===== config.mk =====
export PLATFORM = sky130hd
export DESIGN_NAME = mda_char_gen
export DESIGN_NICKNAME = d
export VERILOG_FILES = /design/src/rtl/mda_pkg.sv /design/src/rtl/mda_attr_decode.sv /design/src/rtl/mda_char_gen.sv
export SDC_FILE = /design/constraint.sdc
export NUM_CORES = 1
export LEC_CHECK = 0
export CORE_ASPECT_RATIO = 0.5
export CORE_UTILIZATION = 23
export CTS_CLUSTER_DIAMETER = 50
export DETAILED_ROUTE_END_ITERATION = 8
export PLACE_DENSITY = 0.5
export SETUP_SLACK_MARGIN = 0.15
export SYNTH_ARGS = -nofsm -noshare
export SYNTH_HDL_FRONTEND = slang
export SYNTH_SLANG_ARGS = --single-unit

===== constraint.sdc =====
create_clock -name clk -period 3.9 [get_ports clk]
set_clock_uncertainty 0.2 [all_clocks]
set_input_delay 0.78 -clock clk [delete_from_list [all_inputs] [get_ports clk]]
set_output_delay 0.78 -clock clk [all_outputs]
set_load 0.05 [all_outputs]

===== src/rtl/mda_pkg.sv =====
// Shared constants and helpers for the MDA character/pixel generator.
package mda_pkg;

   localparam int COLS      = 80;
   localparam int ROWS      = 25;
   localparam int CHAR_ROWS = 14;
   localparam int CELLS     = 2000;

   // Position limits and fetch pipeline pixel slots
   localparam logic [6:0] LAST_COL    = 7'd79;
   localparam logic [4:0] LAST_ROW    = 5'd24;
   localparam logic [3:0] LAST_SCAN   = 4'd13;
   localparam logic [3:0] FETCH_PIXEL = 4'd5;
   localparam logic [3:0] LATCH_PIXEL = 4'd6;
   localparam logic [3:0] GLYPH_PIXEL = 4'd7;
   localparam logic [3:0] LAST_PIXEL  = 4'd8;
   localparam logic [3:0] UL_ROW      = 4'd12;

   // Frame counter taps
   localparam int CHAR_BLINK_BIT = 4;
   localparam int CUR_BLINK_BIT  = 3;

   // Attribute byte layout
   localparam int         ATTR_BLINK  = 7;
   localparam int         ATTR_INTENS = 3;
   localparam logic [7:0] INVIS_MASK  = 8'h77;

   // Box-drawing range that replicates glyph bit 0 into the ninth pixel
   localparam logic [7:0] BOX_FIRST = 8'hC0;
   localparam logic [7:0] BOX_LAST  = 8'hDF;

   typedef struct packed {
      logic [7:0] attr;
      logic [7:0] code;
   } cell_t;

   // Linear cell index of a text position
   function automatic logic [10:0] cell_index(input logic [4:0] r, input logic [6:0] c);
      return (11'(r) * 11'd80) + 11'(c);
   endfunction

endpackage


===== src/rtl/mda_attr_decode.sv =====
// Combinational MDA attribute, blink and cursor decode for one pixel.
module mda_attr_decode
   import mda_pkg::*;
(
   input  logic       glyph_bit,
   input  logic [7:0] attr,
   input  logic [3:0] char_row,
   input  logic       blink_on,
   input  logic       cursor_hit,
   output logic       video,
   output logic       intensity
);

   logic invisible_s;
   logic reverse_s;
   logic underline_s;
   logic blink_off_s;
   logic fg_s;

   // Resolve the pixel: cursor overrides everything, then invisible, reverse, normal
   always_comb begin
      invisible_s = ((attr & INVIS_MASK) == 8'h00);
      reverse_s   = (attr[6:4] == 3'b111) && (attr[2:0] == 3'b000);
      underline_s = (attr[2:0] == 3'b001) && (char_row == UL_ROW);
      blink_off_s = attr[ATTR_BLINK] & ~blink_on;
      fg_s        = (glyph_bit | underline_s) & ~blink_off_s;
      video       = 1'b0;
      intensity   = 1'b0;
      if (cursor_hit) begin
         video     = 1'b1;
         intensity = attr[ATTR_INTENS];
      end else if (invisible_s) begin
         video     = 1'b0;
         intensity = 1'b0;
      end else if (reverse_s) begin
         // lit pixels are background here, so never intense
         video     = ~fg_s;
         intensity = 1'b0;
      end else begin
         video     = fg_s;
         intensity = fg_s & attr[ATTR_INTENS];
      end
   end

endmodule


===== src/rtl/mda_char_gen.sv =====
// MDA pixel generator: prefetches the next cell and glyph row during
// pixels 5-8 of the current cell, then renders registered video/intensity.
module mda_char_gen
   import mda_pkg::*;
(
   input  logic        clk,
   input  logic        rst,
   input  logic        enable,
   input  logic        add_one,
   input  logic [6:0]  col,
   input  logic [4:0]  row,
   input  logic [3:0]  char_row,
   input  logic [3:0]  char_pixel,
   output logic [10:0] vram_addr,
   output logic        vram_rd,
   input  logic [15:0] vram_data,
   output logic [11:0] font_addr,
   output logic        font_rd,
   input  logic [7:0]  font_data,
   input  logic [10:0] cursor_pos,
   input  logic        cursor_en,
   input  logic [3:0]  cursor_start,
   input  logic [3:0]  cursor_end,
   output logic        video,
   output logic        intensity
);

   logic [10:0] here_idx_s;
   logic [10:0] next_idx_s;
   logic [3:0]  next_scan_s;
   logic        glyph_bit_s;
   logic        cursor_hit_s;
   logic        video_s;
   logic        intensity_s;
   logic        is_box_s;

   // Valid chain: a cell renders only if its full VRAM->font fetch completed
   logic        vram_pend_r;
   logic        font_pend_r;
   logic        next_valid_r;
   logic        cur_valid_r;

   cell_t       next_cell_r;
   logic [7:0]  next_glyph_r;
   logic [10:0] next_idx_r;
   cell_t       cur_cell_r;
   logic [7:0]  cur_glyph_r;
   logic [10:0] cur_idx_r;
   logic [4:0]  frame_cnt_r;

   // Next-cell index and scanline, including end-of-row and end-of-frame wraps
   always_comb begin
      here_idx_s  = cell_index(row, col);
      next_idx_s  = 11'd0;
      next_scan_s = char_row;
      if (col != LAST_COL) begin
         next_idx_s  = here_idx_s + 11'd1;
         next_scan_s = char_row;
      end else if (char_row != LAST_SCAN) begin
         next_idx_s  = cell_index(row, 7'd0);
         next_scan_s = char_row + 4'd1;
      end else begin
         next_scan_s = 4'd0;
         if (row != LAST_ROW) begin
            next_idx_s = cell_index(row + 5'd1, 7'd0);
         end else begin
            next_idx_s = 11'd0;
         end
      end
   end

   // Memory strobes/addresses; the RAMs register them so data lands one pixel later
   always_comb begin
      vram_rd   = 1'b0;
      font_rd   = 1'b0;
      vram_addr = 11'd0;
      font_addr = 12'd0;
      if (rst) begin
         vram_rd   = enable & (char_pixel == FETCH_PIXEL);
         font_rd   = enable & (char_pixel == LATCH_PIXEL);
         vram_addr = add_one ? next_idx_s : here_idx_s;
         font_addr = {vram_data[7:0], next_scan_s};
      end else begin
         vram_rd   = 1'b0;
         font_rd   = 1'b0;
         vram_addr = 11'd0;
         font_addr = 12'd0;
      end
   end

   // Prefetch pipeline and cur<=next handover at the last pixel of a cell
   always_ff @(posedge clk or negedge rst) begin
      if (!rst) begin
         vram_pend_r  <= 1'b0;
         font_pend_r  <= 1'b0;
         next_valid_r <= 1'b0;
         cur_valid_r  <= 1'b0;
         next_cell_r  <= '0;
         next_glyph_r <= 8'h00;
         next_idx_r   <= 11'd0;
         cur_cell_r   <= '0;
         cur_glyph_r  <= 8'h00;
         cur_idx_r    <= 11'd0;
      end else if (enable) begin
         case (char_pixel)
            FETCH_PIXEL: vram_pend_r <= 1'b1;
            LATCH_PIXEL: begin
               font_pend_r <= vram_pend_r;
               vram_pend_r <= 1'b0;
               if (vram_pend_r) begin
                  next_cell_r <= vram_data;
               end
            end
            GLYPH_PIXEL: begin
               next_valid_r <= font_pend_r;
               font_pend_r  <= 1'b0;
               if (font_pend_r) begin
                  next_glyph_r <= font_data;
                  next_idx_r   <= next_idx_s;
               end
            end
            LAST_PIXEL: begin
               cur_cell_r   <= next_cell_r;
               cur_glyph_r  <= next_glyph_r;
               cur_idx_r    <= next_idx_r;
               cur_valid_r  <= next_valid_r;
               next_valid_r <= 1'b0;
            end
            default: ;
         endcase
      end
   end

   // Frame counter steps on the last pixel of the last cell of a frame
   always_ff @(posedge clk or negedge rst) begin
      if (!rst) begin
         frame_cnt_r <= 5'd0;
      end else if (enable && (char_pixel == LAST_PIXEL) && (col == LAST_COL) &&
                   (char_row == LAST_SCAN) && (row == LAST_ROW)) begin
         frame_cnt_r <= frame_cnt_r + 5'd1;
      end
   end

   // Glyph bit for the current pixel; pixel 8 extends box-drawing characters
   always_comb begin
      is_box_s    = (cur_cell_r.code >= BOX_FIRST) && (cur_cell_r.code <= BOX_LAST);
      glyph_bit_s = 1'b0;
      if (char_pixel <= 4'd7) begin
         glyph_bit_s = cur_glyph_r[3'd7 - char_pixel[2:0]];
      end else if ((char_pixel == LAST_PIXEL) && is_box_s) begin
         glyph_bit_s = cur_glyph_r[0];
      end else begin
         glyph_bit_s = 1'b0;
      end
   end

   // Cursor hit; an inverted start/end window never matches
   always_comb begin
      cursor_hit_s = cur_valid_r && cursor_en && (cur_idx_r == cursor_pos) &&
                     (cursor_start <= char_row) && (char_row <= cursor_end) &&
                     frame_cnt_r[CUR_BLINK_BIT];
   end

   mda_attr_decode u_attr_decode (
      .glyph_bit  (glyph_bit_s),
      .attr       (cur_cell_r.attr),
      .char_row   (char_row),
      .blink_on   (frame_cnt_r[CHAR_BLINK_BIT]),
      .cursor_hit (cursor_hit_s),
      .video      (video_s),
      .intensity  (intensity_s)
   );

   // Registered pixel outputs, blanked when idle or before the first full prefetch
   always_ff @(posedge clk or negedge rst) begin
      if (!rst) begin
         video     <= 1'b0;
         intensity <= 1'b0;
      end else if (enable) begin
         video     <= video_s & cur_valid_r;
         intensity <= intensity_s & cur_valid_r;
      end else begin
         video     <= 1'b0;
         intensity <= 1'b0;
      end
   end

endmodule


======== Yosys cells after proc, flatten, opt, wreduce, memory -nomap -nowiden ========
Cells that the tools add are included.
word-level totals
  input port bits ......................... 68
  flip-flop bits (word level) ............. 81
operators by class
  $mul .................................... 2
  add/subtract/negate cells ............... 6
  magnitude comparators ................... 6
  reduce and logical (&&, ||, !) cells .... 24
  bitwise gates (word level) .............. 11
  muxes and demuxes ....................... 25
  equality and inequality tests ........... 14
operators with widths
  kind                                                                 count
  11-bit 2-to-1 mux                                                    5
  5-bit by 3-bit multiplier with 7-bit output (second input constant)  2
  1-bit logical AND                                                    13
  1-bit 2-to-1 mux                                                     13
  4-bit by 3-bit == test with 1-bit output (second input constant)     3
  4-bit == test (second input constant)                                3
  12-bit 2-to-1 mux                                                    1
  11-bit by 1-bit adder with 11-bit output (second input constant)     1
  11-bit by 7-bit adder with 11-bit output                             1
  11-bit == test                                                       1
  5-bit by 1-bit adder with 5-bit output (second input constant)       2
  8-bit greater-or-equal comparator (second input constant)            1
  4-bit less-or-equal comparator                                       2
  8-bit less-or-equal comparator (second input constant)               1
  8-bit logical NOT                                                    1
  4-bit 2-to-1 mux                                                     2
  2-bit AND reduction                                                  4
  1-bit AND                                                            7
  7-bit == test (second input constant)                                1
  7-bit inequality test (second input constant)                        1
  1-bit case mux with 2 select lines                                   3
  3-bit AND reduction                                                  2
  2-bit nonzero test                                                   3
  5-bit == test (second input constant)                                1
  other kinds (12)                                                     14

======== Logic depth before layout (Yosys ltp) ========
  depth in word-level cells ............... 13
  mapped depth ............................ 11
  gate-level depth less buffers ........... 11

======== Modules after synthesis ========
Synthesis repeated with hierarchy kept, for this count alone.
unflattened totals
  cell total of the unflattened synthesis .. 428
  area, all modules ....................... 4515.6 um^2
modules (own cells, without submodules)
  module           cells each  area an instance (um^2)  instances
  mda_char_gen     411         4396.7                   1
  mda_attr_decode  17          118.9                    1

======== Worst setup path before layout ========
OpenSTA, ideal clock, no wires.
  path kind ............................... input-to-output
  start point ............................. input port row[1]
  end point ............................... output port vram_addr[10]
  buffers on the path ..................... 0
  slack ................................... -0.217 ns
  stages .................................. 8
  required time ........................... 2.920 ns
  arrival time ............................ 3.137 ns
  cells stage by stage .................... ha_1 -> ha_1 -> inv_1 -> fa_1 -> xor2_2 -> nand4_2 -> or4_1 -> nand3_1
between the ends
  cells in the longest elaborated chain, start to end .. 7
  elaborated cells between the ends (all ways) .. 11
  those cells by class .................... 3 x add/sub; 2 x mul; 1 x eq/ne; 5 x mux
RTL lines
  item                                                                                              RTL line            RTL
  from (decl)                                                                                       mda_char_gen.sv:11  input logic [4:0] row,
  parallel branches: the longest is 5 deep, another holds 11-bit by 7-bit adder with 11-bit output  -
  11-bit 2-to-1 mux *                                                                               mda_char_gen.sv:81  vram_addr = add_one ? next_idx_s : here_idx_s;
  11-bit 2-to-1 mux *                                                                               mda_char_gen.sv:78  if (rst) begin
  to (decl)                                                                                         mda_char_gen.sv:14  output logic [10:0] vram_addr,
Mark *: on every way between the ends.

======== Worst setup path after layout ========
Same ends and word-level chain as after synthesis.

==> flow_metrics.py <==
metrics = {
    "grt": {
        "grt_usage_pct": 12.3,
        "busiest_layer": "met2",
        "gr-total-overflow": 0,
        "antenna_found_initial": 0,
        "met2_usage_pct": 20.6,
        "gr-usage-met1_pct": 16.9,
        "grt_max_degree": 42,
        "grt_pass1_wl_um": 19700,
        "grt_pass1_vias": 3737,
        "globalRouteMet3Util_pct": 2.19,
    },
    "routing": {
        "via_count": 3704,
        "routed_wl_um": 12300,
        "viasPerCell": 4.30,
        "first_pass_iters": 4,
        "wl_per_cell_um": 14.3,
        "ant_nets": 0,
        "drc": 0,
        "drt-initial-drc-count": 130,
    },
    "placement": {
        "gp_congestion": 0.824,
        "io_buffers": 94,
        "place_hpwl_um": 9490,
        "post_dp_cell_area_um2": 6460,
    },
    "timing": {
        "rsz0062_at_grt": "true",
        "setup_viol": 3,
        "tightest_slew_ns": 0.663,
        "hold_viol_final": 0,
        "fin_crit_sh_pct": 106,
        "maxSlewHeadroom_pct": 55.8,
        "max_freq_ghz": 0.243,
        "setup_ws_ns": -0.222,
        "hold_slack_ns": 0.133,
        "fin_crit_ns": 4.12,
        "drv_slew": 0,
    },
    "die": {
        "ios": 95,
        "row_count": 35,
        "core_area_um2": 18800,
        "start_util_pct": 24.0,
        "die_x_um": 200,
        "die_area_um2": 20300,
        "die_h_um": 101,
    },
    "synthesis": {
        "synth.distinct_cells": 66,
        "synth_edf_count": 0,
        "synth_nets": 524,
        "ys_seq_area_share_pct": 39.3,
        "synthCells": 426,
        "async_reset_ff_share_pct": 100,
        "postSynthAreaPerCell_um2": 10.6,
        "yosys_most_used_dff": "dfrtp_1",
        "yosys_warnings": 0,
        "synth_seq_cells": 71,
        "synth.cell_area_um2": 4530,
    },
    "clock_network": {
        "clock_path_buffers": 2,
        "cts_tree": "built",
        "ctsHtreeMaxLevel": 3,
        "cts_sinks": 71,
        "clockRootBuffer": "clkbuf_16",
        "numCtsBuffers": 9,
        "clk_pin_slew_worst_paths_ns": 0.06,
        "clk-insertion-delay-late_ns": 0.32,
    },
    "critical_path": {
        "required_ns": 2.92,
        "cp_max_fo": 4,
        "critPathCaptureType": "output port",
        "rrSetupSlack_ns": 1.88,
        "reg2reg_from": "cur_idx_r[9]$_DFFE_PN0P_",
        "r2r_cells": 6,
        "cp_data_arrival_time_ns": 3.14,
        "r2r_end": "intensity$_DFF_PN0_",
        "crit_path_start_kind": "input port",
        "crit_type": "in2out",
    },
    "finish": {
        "drive_gt1_share_pct": 42.5,
        "layout.nets": 696,
        "insertedDiodeCount": 0,
        "syn2layout_area_growth_pct": 60.7,
        "layout_common_cells": "74 x buf_4, 71 x dfrtp_1, 66 x clkdlybuf4s50_1",
        "final_common_cell": "buf_4",
        "finalInstanceArea_um2": 7270,
    },
    "run_status": {
        "violations": "negative setup slack",
        "status": "finished with violations",
    },
    "power": {
        "leakage_nw": 3.27,
        "power_density_nw_per_um2": 376,
        "ir_drop_mv": 0.197,
        "power_w": 0.00273,
    },
    "job": {
        "drv_cap": 0,
    },
    "min_path": {
        "worst_hold_path_type": "in2async",
    },
}
[through the flow]
step | worst slack (ns) | setup TNS [ns] | utilization, % | cells
finish | -0.222 | -0.538 | 38.6 | 862
global route | -0.307 | -0.803 | 38.6 | 862
CTS | -0.298 | -0.748 | 37.7 | 859
detailed placement | -0.786 | -3.42 | 34.3 | 831
global placement | -0.772 | -3.30 | 34.3 | 831
floorplan | 0.0292 | 0 | - | 426
[layout make-up]
cell class	instances	area, um^2
Fill cell	1862	11600
Multi-Input combinational cell	316	2980
Sequential cell	71	1780
Timing Repair Buffer	178	1770
Tap cell	259	324
Clock buffer	10	229
Clock inverter	6	109
Inverter	22	82.6
[synthesized netlist by cell type, drive strengths merged (2+ instances only)]
| master | instances | share of area, % |
|---|---|---|
| dfrtp | 71 | 39 |
| mux2 | 57 | 14 |
| nand2 | 31 | 2.8 |
| ha | 27 | 7.5 |
| o21ai | 23 | 2.8 |
| inv | 22 | 1.8 |
| xor2 | 20 | 4.0 |
| nor2 | 19 | 1.9 |
| a21oi | 17 | 2.0 |
| xnor2 | 17 | 3.5 |
| nand3 | 14 | 1.7 |
| buf | 11 | 1.8 |
| and2 | 10 | 1.4 |
| nor3 | 10 | 1.2 |
| nand4 | 7 | 1.1 |
| clkbuf | 6 | 0.53 |
| a21o | 5 | 0.83 |
| a221oi | 4 | 0.77 |
| and3 | 4 | 0.55 |
| nand2b | 4 | 0.55 |
| nor3b | 4 | 0.91 |
| nor4 | 4 | 0.88 |
| a221o | 3 | 0.66 |
| fa | 3 | 1.3 |
| a211oi | 2 | 0.33 |
| a31oi | 2 | 0.28 |
| a32oi | 2 | 0.39 |
| nand3b | 2 | 0.33 |
| nor2b | 2 | 0.44 |
| nor4b | 2 | 0.53 |
| o22ai | 2 | 0.28 |
| o31ai | 2 | 0.33 |
| or2 | 2 | 0.28 |
| or3 | 2 | 0.28 |
[per-layer routing]
metal,share of wire (%),up-vias
li1,-,1868
met1,50,1799
met2,48,31
met3,1.7,6
met4,0.63,0
met5,0,-
[kinds of logic after synthesis]
family	count (synthesis)	share of synthesized area [%]
fa+ha+maj	30	8.79
mux	58	14.4
xor+xnor	37	7.49
compound gates	68	9.87
simple gates	123	16.1
flops	71	39.3
buf+inv	39	4.12
[critical path: stages]
cell,delay [ns]
buf_8,0.10
buf_6,0.11
ha_4,0.25
ha_4,0.13
inv_2,0.04
fa_2,0.62
xor2_4,0.20
nand4_2,0.13
or4_4,0.54
nand3_4,0.11
buf_12,0.14
[state kept, by name, indices dropped and copies added, names as in the netlist, 5 cells and up]
register	cells
next_glyph_r	8
next_idx_r	11
cur_idx_r	11
cur_cell_r	11
cur_glyph_r	8
frame_cnt_r	5
next_cell_r	11
[power breakdown]
group	leakage, nW	total [W]	switching, W	internal [W]
registers	0.945	0.000928	0.0000679	0.000860
logic	2.15	0.000879	0.000397	0.000482
clock network	0.166	0.000928	0.000304	0.000624
total	3.27	0.00273	0.000769	0.00197
[timing repair]
| item | in CTS | in global routing |
|---|---|---|
| gates resized for setup | 72 | 40 |
| buffers inserted | 12 | 3 |
| hold buffers | 0 | 0 |
| setup endpoints to repair | 11 | 10 |
| pin swaps | 27 | 25 |
[worst max-delay path by stage]
| stage | slack [ns] | startpoint | end |
|---|---|---|---|
| 3_3_place_gp | -0.77 | row[0] | vram_addr[9] |
| 2_1_floorplan | 0.03 | row[3] | vram_addr[10] |
| 6_report | -0.22 | row[1] | vram_addr[10] |
| 3_5_place_dp | -0.79 | row[1] | vram_addr[9] |
| 5_1_grt | -0.31 | row[1] | vram_addr[10] |
| 4_1_cts | -0.30 | row[1] | vram_addr[10] |
Note: power is estimated with default switching activity, not from simulation.
